--- src/rtl/cache_axi_bridge.sv ---
// Converts data-cache write-back and refill requests into single-beat AXI4 transactions, write-back first.
// Optional watchdog on every AXI wait state is enabled by defining CACHE_AXI_TIMEOUT_EN.
module cache_axi_bridge #(
  parameter int ADDR_W         = 64,
  parameter int DATA_W         = 64,
  parameter int TIMEOUT_CYCLES = 1024
) (
  input  logic              clk,
  input  logic              rst,
  input  logic              req_w_ena,
  input  logic [ADDR_W-1:0] req_waddr,
  input  logic [DATA_W-1:0] req_wdata,
  input  logic              req_r_ena,
  input  logic [ADDR_W-1:0] req_raddr,
  output logic [DATA_W-1:0] rdata_out,
  output logic              r_valid_out,
  output logic              busy_out,
  output logic              err_out,
  output logic              awvalid,
  input  logic              awready,
  output logic [ADDR_W-1:0] awaddr,
  output logic [2:0]        awsize,
  output logic [7:0]        awlen,
  output logic              wvalid,
  input  logic              wready,
  output logic [DATA_W-1:0] wdata,
  output logic [7:0]        wstrb,
  output logic              wlast,
  input  logic              bvalid,
  output logic              bready,
  input  logic [1:0]        bresp,
  output logic              arvalid,
  input  logic              arready,
  output logic [ADDR_W-1:0] araddr,
  output logic [2:0]        arsize,
  output logic [7:0]        arlen,
  input  logic              rvalid,
  output logic              rready,
  input  logic [DATA_W-1:0] rdata,
  input  logic [1:0]        rresp
);

  typedef enum logic [2:0] {IDLE, WREQ, WRESP, RREQ, RRESP, DONE} state_e;

  state_e              state_q, state_d;
  logic                rdPend_q, rdPend_d;
  logic                awDone_q, awDone_d;
  logic                wDone_q, wDone_d;
  logic [ADDR_W-1:0]   waddr_q, waddr_d;
  logic [DATA_W-1:0]   wdata_q, wdata_d;
  logic [ADDR_W-1:0]   raddr_q, raddr_d;
  logic [DATA_W-1:0]   rdata_q, rdata_d;
  logic                err_q, err_d;
  logic                timeout;
  logic                awDoneNext, wDoneNext;

`ifdef CACHE_AXI_TIMEOUT_EN
  localparam logic [31:0] TMO_LAST = 32'(TIMEOUT_CYCLES - 1);
  logic [31:0] tmoCnt_q;

  // Restarts on every state change so each wait state gets its own full budget.
  always_ff @(posedge clk or negedge rst) begin
    if (!rst)                    tmoCnt_q <= '0;
    else if (state_d != state_q) tmoCnt_q <= '0;
    else                         tmoCnt_q <= tmoCnt_q + 32'd1;
  end

  assign timeout = (state_q inside {WREQ, WRESP, RREQ, RRESP}) && (tmoCnt_q == TMO_LAST);
`else
  localparam int unusedTimeout = TIMEOUT_CYCLES;
  assign timeout = 1'b0;
`endif

  always_ff @(posedge clk or negedge rst) begin
    if (!rst) begin
      state_q  <= IDLE;
      rdPend_q <= 1'b0;
      awDone_q <= 1'b0;
      wDone_q  <= 1'b0;
      waddr_q  <= '0;
      wdata_q  <= '0;
      raddr_q  <= '0;
      rdata_q  <= '0;
      err_q    <= 1'b0;
    end else begin
      state_q  <= state_d;
      rdPend_q <= rdPend_d;
      awDone_q <= awDone_d;
      wDone_q  <= wDone_d;
      waddr_q  <= waddr_d;
      wdata_q  <= wdata_d;
      raddr_q  <= raddr_d;
      rdata_q  <= rdata_d;
      err_q    <= err_d;
    end
  end

  assign awDoneNext = awDone_q | (awvalid & awready);
  assign wDoneNext  = wDone_q | (wvalid & wready);

  always_comb begin
    state_d  = state_q;
    rdPend_d = rdPend_q;
    awDone_d = awDone_q;
    wDone_d  = wDone_q;
    waddr_d  = waddr_q;
    wdata_d  = wdata_q;
    raddr_d  = raddr_q;
    rdata_d  = rdata_q;
    err_d    = err_q;
    unique case (state_q)
      IDLE: begin
        if (req_w_ena || req_r_ena) begin
          err_d    = 1'b0;
          rdPend_d = req_r_ena;
          awDone_d = 1'b0;
          wDone_d  = 1'b0;
          if (req_r_ena) raddr_d = req_raddr;
          if (req_w_ena) begin
            waddr_d = req_waddr;
            wdata_d = req_wdata;
            state_d = WREQ;
          end else begin
            state_d = RREQ;
          end
        end
      end
      WREQ: begin
        awDone_d = awDoneNext;
        wDone_d  = wDoneNext;
        if (awDoneNext && wDoneNext) state_d = WRESP;
        else if (timeout)            state_d = rdPend_q ? DONE : IDLE;
      end
      WRESP: begin
        if (bvalid) begin
          if (bresp != 2'b00) err_d = 1'b1;
          state_d = rdPend_q ? RREQ : IDLE;
        end else if (timeout) begin
          state_d = rdPend_q ? DONE : IDLE;
        end
      end
      RREQ: begin
        if (arready)      state_d = RRESP;
        else if (timeout) state_d = DONE;
      end
      RRESP: begin
        if (rvalid) begin
          rdata_d = rdata;
          if (rresp != 2'b00) err_d = 1'b1;
          state_d = DONE;
        end else if (timeout) begin
          state_d = DONE;
        end
      end
      DONE:    state_d = IDLE;
      default: state_d = IDLE;
    endcase
    // A watchdog abort flags the error and hands the cache zero data instead of a stale line.
    if (timeout && (state_d != state_q)) begin
      err_d = err_d | (state_d != WRESP && state_d != RRESP);
      if (state_d == DONE) rdata_d = '0;
    end
  end

  assign awvalid     = (state_q == WREQ) && !awDone_q;
  assign wvalid      = (state_q == WREQ) && !wDone_q;
  assign bready      = (state_q == WRESP);
  assign arvalid     = (state_q == RREQ);
  assign rready      = (state_q == RRESP);
  assign r_valid_out = (state_q == DONE);
  assign busy_out    = (state_q != IDLE);
  assign err_out     = err_q;
  assign rdata_out   = rdata_q;
  assign awaddr      = waddr_q;
  assign wdata       = wdata_q;
  assign araddr      = raddr_q;
  assign awsize      = 3'b011;
  assign arsize      = 3'b011;
  assign awlen       = 8'h00;
  assign arlen       = 8'h00;
  assign wstrb       = 8'hFF;
  assign wlast       = 1'b1;

endmodule

--- config.mk ---
export PLATFORM = sky130hd
export DESIGN_NAME = cache_axi_bridge
export DESIGN_NICKNAME = d
export VERILOG_FILES = /design/src/rtl/cache_axi_bridge.sv
export SDC_FILE = /design/constraint.sdc
export NUM_CORES = 1
export LEC_CHECK = 0
export ABC_AREA = 1
export CAP_MARGIN = 10
export CORE_AREA = 2 2 216 218
export DETAILED_ROUTE_END_ITERATION = 8
export DIE_AREA = 0 0 218 220
export PLACE_DENSITY = 0.51
export SKIP_CTS_REPAIR_TIMING = 1
export SLEW_MARGIN = 20
export SYNTH_ARGS = -nofsm -noshare
export SYNTH_HDL_FRONTEND = slang
export SYNTH_SLANG_ARGS = --single-unit
--- constraint.sdc ---
create_clock -name clk -period 4.2 [get_ports clk]
set_clock_uncertainty 0.05 [all_clocks]
set_input_delay 0.42 -clock clk [delete_from_list [all_inputs] [get_ports clk]]
set_output_delay 0.42 -clock clk [all_outputs]
set_load 0.02 [all_outputs]
# Yosys cells after proc, flatten, opt, wreduce, memory -nomap -nowiden
# Index checks and enable logic that the tools add are counted.
dict set report op_classes {
  mux 16
  bitwise_logic 4
  eq_ne 12
  reduce_logical 19
}
# cell n
set ops {}
lappend ops {{3-bit two-way mux} 5}
lappend ops {{3-bit one-hot mux with 5 select lines} 1}
lappend ops {{2-bit != test, second input constant} 4}
lappend ops {{3-bit by 2-bit equality test with 1-bit output, second input constant} 2}
lappend ops {{3-bit equality test, second input constant} 2}
lappend ops {{2-bit by 1-bit != test with 1-bit output, second input constant} 3}
lappend ops {{2-bit AND reduction} 3}
lappend ops {{3-bit AND reduction} 2}
lappend ops {{6-bit AND reduction} 1}
lappend ops {{2-bit nonzero test} 3}
lappend ops {{3-bit nonzero test} 2}
lappend ops {{1-bit two-way mux} 5}
lappend ops {{5-bit AND reduction} 1}
lappend ops {{2-bit two-way mux} 2}
lappend ops {{1-bit one-hot mux with 2 select lines} 2}
lappend ops {{3-bit by 1-bit equality test with 1-bit output, second input constant} 1}
lappend ops {{1-bit logical AND} 3}
lappend ops {{3-bit logical NOT} 1}
lappend ops {{1-bit one-hot mux with 3 select lines} 1}
lappend ops {{1-bit bitwise AND} 2}
lappend ops {{1-bit logical NOT} 2}
lappend ops {{1-bit bitwise OR} 2}
lappend ops {{1-bit logical OR} 1}
dict set report totals {
  regBits 263
  inputBits 269
  out_inout_bits 295
  elab_cells 60
}

# Logic depth before layout (Yosys ltp)
# Gate-level depths: netlist of run 1.
dict set report depth {
  ltp_word 7
  ltp_mapped 10
  ltp_nobuf 8
}

# Worst setup path before layout of run 1
# No wires, ideal clock.
dict set report synth_path {
  path_type {flip-flop to output port}
  startpoint {register state_q[0]}
  endpoint {output port rready}
  path_buffers 2
  t_arrival_ns 1.190
  path_slack_ns 2.540
  path_stages_with_launch 6
  t_required_ns 3.730
  path_cell_list {dfrtp_1 -> buf_6 -> nor2_4 -> inv_2 -> nor2_2 -> buf_1}
}
dict set report synth_via {
  elab_chain_len 1
}
# item line
set synth_rtl {}
lappend synth_rtl {{start, declared} 45} ;# state_e state_q, state_d;
lappend synth_rtl {{start signal, assigned} 86} ;# state_q <= state_d;
lappend synth_rtl {{3-bit equality test} 169} ;# assign rready = (state_q == RRESP);
lappend synth_rtl {{end, declared} 38} ;# output logic rready,
# No other way between the ends.

# Worst setup path in the final report of run 1
dict set report layout_path {
  startpoint {register state_q[0]}
  endpoint {output port busy_out}
}
dict set report layout_via {
  elab_chain_len 1
}
# item line
set layout_rtl {}
lappend layout_rtl {{3-bit nonzero test} 171} ;# assign busy_out = (state_q != IDLE);
lappend layout_rtl {{end, declared} 17} ;# output logic busy_out,
# No other way between the ends.

==> results of run 1 <==
==> sequential cells by signal, summed over array words and instances, names as in the netlist <==
register	count
araddr	64
awDone_q	1
awaddr	64
err_out	1
rdPend_q	1
rdata_out	64
state_q	3
wDone_q	1
wdata	64
==> layer usage <==
layer,up-vias,global-route usage (%),part of all wire (%)
met5,-,0,0.065
met4,4,5.646,2.4
met3,62,6.266,10
met2,394,26.86,46
met1,4785,20.79,42
li1,4809,-,-
==> how the worst max path moves through the flow <==
stage	start	to
6_report	state_q[0]	busy_out
5_1_grt	state_q[0]	araddr[46]
4_1_cts	state_q[0]	busy_out
3_5_place_dp	state_q[0]	araddr[63]
3_3_place_gp	state_q[0]	araddr[50]
2_1_floorplan	state_q[0]	rready
==> cells in the final DEF, fill, tap and decap left out, drive strengths merged, types with 10 or more instances in the layout <==
cell,count
nand2,532
clkdlybuf4s50,529
dfrtp,263
nand3,138
o21ai,131
clkbuf,50
conb,31
buf,17
nor2,16
clkinv,13
inv,10
==> report_power, final <==
group          total [W]  internal, W  switching (W)
logic            0.00641      0.00272        0.00368
registers        0.00432      0.00370       0.000624
clock network    0.00293      0.00176        0.00117
==> cell families after synthesis <==
family,Yosys count,synth area share (%)
buf+inv,126,6.943
flops,263,60.97
other cells,2,0.06958
simple gates,689,25.85
compound gates,133,6.167
==> layout make-up <==
class / instances / area share [%]
diodes: 2 / 0.02848
clock buffers: 50 / 6.060
clock inverters: 12 / 0.4059
inverters: 11 / 0.2563
multi-input cells: 853 / 20.39
flip-flops and latches: 263 / 37.45
well taps: 607 / 4.322
repair buffers: 546 / 31.09
==> stage by stage <==
| step | hold WS [ns] | setup WS [ns] | instances |
|---|---|---|---|
| finish | -0.06478 | 1.182 | 2344 |
| global route | 0.006232 | 1.006 | 2343 |
| CTS | -0.04013 | 1.106 | 2342 |
| detailed placement | 0.4071 | 1.232 | 2280 |
| global placement | 0.4031 | 1.224 | 2280 |
| floorplan | 0.07441 | 2.540 | 1242 |
==> flow_summary.toml, run 1 <==
[status]
status = "complete, but fails checks"
failed_checks = "negative hold slack"

[finish]
multi_input_area_um2 = 3582
final_cell_area_um2 = 17570
final_layout_size_suffix_gt1_share_pct = 4.899
seqCellArea_um2 = 6581
nFillCells = 4720
nNetsFinal = 1979
utilization_pct = 38.31
area_growth_pct = 62.79

[clocking]
clock_path_buffers = 3
clk_pin_slew_ns = 0.06
h-tree-depth = 2
cts_tree = "done"
cts_root_buf = "clkbuf_16"
cts_made_buffers = 35
cts.sink_count = 263
worstSkewPairLatency_ns = 0.53

[worst_setup_path]
cp_slowest_cell = "clkdlybuf4s50_1"
cp_max_fo = 59
r2r_end = "araddr[54]"
slowest_delay_ns = 0.73
r2r_slack_ns = 1.27
cp_common_cell = "nor2_4"
crit_chain = "nor2_4 > inv_2 > nor2_4 > inv_4 > clkdlybuf4s50_1"
critPathRequiredTime_ns = 3.73
rr_worst_depth = 8
rr_startpoint = "state_q[0]"
critPathLaunchType = "flip-flop"
path_depth = 5
critical-path-top-delay-family = "buffers and inverters"
path_buf_inv = 3
cp-end-kind = "output port"
worst_ep_arrival_time_ns = 2.55
path_class = "flip-flop to output port"

[power_and_ir_drop]
p_leak_nw = 8.221
finalPower_w = 0.01366
powerDensity_nw_per_um2 = 777.2
vdd_drop_max_v = 0.0004858

[drt]
wl_um = 41630
drtAntennaViolNets = 0
drc_errors = 0
dr.pass1.iters = 5
vias = 10050
viasPerCell = 4.289
wl_per_cell_um = 17.76
drt_iter0_markers = 585

[timing]
whs_ns = -0.06478
setup_viol = 0
rsz0062_at_grt = "no"
relSlewSlack_pct = 37.60
hold_viol = 80
period_needed_ns = 3.018
worst_slew_pin_slew_ns = 0.9360
min_period_over_period_pct = 71.86
drv_slew = 0
tns_ns = 0
fmax_ghz = 0.3313

[synthesis]
syn_area_um2 = 10790
yosys.area.top_type = "dfrtp_1"
yosysWarningCount = 0
yosys.cell_types.count = 20
syn-instance-count = 1213
synth_most_common_cell = "nand2_1"
synth-edff-count = 0
synthFlopType = "dfrtp_1"
ys_top_cells_by_count = "532 x nand2_1, 263 x dfrtp_1, 138 x nand3_1"
synth_top_area_share_pct = 60.97
async_reset_ff_share_pct = 100.0
synth.area.top_cells = "dfrtp_1 61%, nand2_1 19%, nand3_1 6.4%, o21ai_0 5.1%, buf_4 2.3%"
ys_seq_elements = 263
syn_avg_cell_area_um2 = 8.899
synth.yosys.seq_area_share_pct = 60.97

[global_route]
overflow = 0
grt_pass1_vias = 10040
antenna_found_initial = 5
grt_pass1_wl_um = 61730
track_usage_pct = 16.78
grt_start_max_net_pins = 129

[floorplan]
core_um2 = 45860
die_h_um = 220
start_util_pct = 23.54
dieArea_um2 = 47960
io_pins = 564
rows = 79
die_w_um = 218

[placed_design]
numPortBuffers = 532
placed_area_um2 = 16430
hpwl_um = 28660
place.gp.congestion = 0.7883

[min_path]
hp-class = "input pin to asynchronous set/reset pin"

[flow_run]
max_cap_violations = 0
No activity file was read; power rests on OpenSTA's default activity.
==> run 2, diff against run 1 <==
--- a/config.mk
+++ b/config.mk
@@ -7,10 +7,10 @@
 export LEC_CHECK = 0
 export ABC_AREA = 1
 export CAP_MARGIN = 10
-export CORE_AREA = 2 2 216 218
+export CORE_AREA = 2 2 218 220
 export DETAILED_ROUTE_END_ITERATION = 8
-export DIE_AREA = 0 0 218 220
-export PLACE_DENSITY = 0.51
+export DIE_AREA = 0 0 220 222
+export PLACE_DENSITY = 0.5
 export SKIP_CTS_REPAIR_TIMING = 1
 export SLEW_MARGIN = 20
 export SYNTH_ARGS = -nofsm -noshare
==> constraint.sdc (replaced) <==
create_clock -name clk -period 2.8 [get_ports clk]
set_clock_uncertainty 0.05 [all_clocks]
set_input_delay 0.28 -clock clk [delete_from_list [all_inputs] [get_ports clk]]
set_output_delay 0.28 -clock clk [all_outputs]
set_load 0.02 [all_outputs]
==> run 2 against run 1 <==
The run now ends clean. Critical path depth down 1. Hold slack better by 0.14 ns. Clock power up 50%. Final cell count about the same. Utilization down 0.24 points. Routed wire length down 0.49%. Combinational power up 50%. First-iteration DRC count up 0.68%. Clock-buffer cell count down 9. Sequential cell count unchanged. Global-route usage down 0.23 points. Non-clock buffer count up 8. Largest power group unchanged.
==> flow_summary.toml, run 2 (synthesis results as in run 1) <==
[status]
status = "completed"

[power_and_ir_drop]
p_sw_w = 0.008073
seqPwrFrac_pct = 31.5
p_leak_nw = 8.228
pwr-share-comb_pct = 47.0
vdd_drop_max_v = 0.0005802
powerDensity_nw_per_um2 = 1164
p_int_w = 0.01243
p_sw_share_pct = 39.38
clock_power_share_pct = 21.4

[flow_run]
max_cap_violations = 0

[global_route]
track_usage_pct = 16.55
grt_pass1_vias = 10270
grt_pass1_wl_um = 63150
grt_start_max_net_pins = 131
overflow = 0
antenna_found_initial = 3

[worst_setup_path]
r2r_slack_ns = 0.77
r2r_end = "wdata[12]"
path_class = "flip-flop to output port"
cp-startpoint = "state_q[2]"
crit_end = "awvalid"
critPathRequiredTime_ns = 2.47
critPathLaunchType = "flip-flop"
rr_worst_depth = 8
rr_startpoint = "state_q[0]"
cp-end-kind = "output port"
worst_ep_arrival_time_ns = 2.28
cp_max_fo = 7

[min_path]
holdCritStartpoint = "rvalid"
hp-class = "input pin to flip-flop"

[finish]
nNetsFinal = 1983
most-common-layout-cells = "530 x nand2_1, 529 x clkdlybuf4s50_1, 263 x dfrtp_1"
layout_commonest_cell = "nand2_1"
final_cell_area_um2 = 17610
area_growth_pct = 63.15
final_layout_size_suffix_gt1_share_pct = 4.671

[floorplan]
die_h_um = 222
io_pins = 564
rows = 79
start_util_pct = 23.33
die_w_um = 220
dieArea_um2 = 48840
core_um2 = 46260

[timing]
setup_viol = 0
tns_ns = 0
period_needed_ns = 2.610
min_period_over_period_pct = 93.23
relSlewSlack_pct = 52.43
fmax_ghz = 0.3831
drv_slew = 0
hold_viol = 0
rsz0062_at_grt = "no"
worst_slew_pin_slew_ns = 0.7136

[drt]
drt_iter0_markers = 589
drc_errors = 0
viasPerCell = 4.255
dr.pass1.iters = 7
drtAntennaViolNets = 0
vias = 9966
wl_per_cell_um = 17.69
wl_um = 41430

[clocking]
clk_pin_slew_ns = 0.06
clock_path_buffers = 3
h-tree-depth = 1
cts_tree = "done"
worstSkewPairLatency_ns = 0.56
cts_made_buffers = 31
cts.sink_count = 263
cts_root_buf = "clkbuf_16"

[placed_design]
place.gp.congestion = 0.7881
numPortBuffers = 532
placed_area_um2 = 16510
hpwl_um = 29260
run 2: worst min-delay path by stage:
stage	endpoint	slack, ns	depth (start not counted)
after floorplan	araddr[0]	-0.07	0
after global placement	araddr[22]	0.27	1
after detailed placement	araddr[22]	0.27	1
after CTS	araddr[22]	-0.35	1
after global routing	rdata_out[52]	0.09	3
final	rdata_out[56]	0.07	3
run 2: layer usage:
layer,vias up,track usage [%],part of all wire (%)
met5,-,0,0.046
met1,4733,20.07,40
li1,4812,-,-
met4,2,3.702,1.8
met3,42,6.255,11
met2,377,27.74,47
run 2: worst max-delay path: stages, from the launching register on:
cell and delay (ns):
dfrtp_1 0.47, inv_2 0.17, nand3_1 0.25, nor2_1 0.18, clkdlybuf4s50_1 0.65
run 2: per-stage QoR:
stage / total power, W / setup WS [ns] / hold WS, ns / cells / utilization, %
after floorplan: 0.01131 / 1.256 / -0.06559 / 1242 / -
after detailed placement: 0.01630 / 0.7589 / 0.2714 / 2287 / 35.68
after CTS: 0.02084 / 0.1088 / -0.3500 / 2340 / 38.04
final: 0.02050 / 0.1896 / 0.07093 / 2342 / 38.07
after global placement: 0.01623 / 0.7838 / 0.2739 / 2287 / 35.68
after global routing: 0.02190 / 0.0008642 / 0.08710 / 2341 / 38.06
run 2: layout make-up:
cell class / count / area (um2)
Antenna cell: 1 / 2.502
Clock buffer: 41 / 853.3
Clock inverter: 12 / 237.7
Fill cell: 4742 / 28650
Inverter: 11 / 43.79
Multi-Input combinational cell: 853 / 3582
Sequential cell: 263 / 6581
Tap cell: 607 / 759.5
Timing Repair Buffer: 554 / 5550
run 2: power by group through the flow:
| stage | clock (W) | combinational [W] | sequential (W) |
|---|---|---|---|
| floorplan | 0 | 0.00279 | 0.00852 |
| global placement | 0 | 0.00977 | 0.00645 |
| detailed placement | 0 | 0.00978 | 0.00651 |
| CTS | 0.00455 | 0.00981 | 0.00648 |
| global route | 0.00472 | 0.0105 | 0.00670 |
| finish | 0.00439 | 0.00964 | 0.00646 |
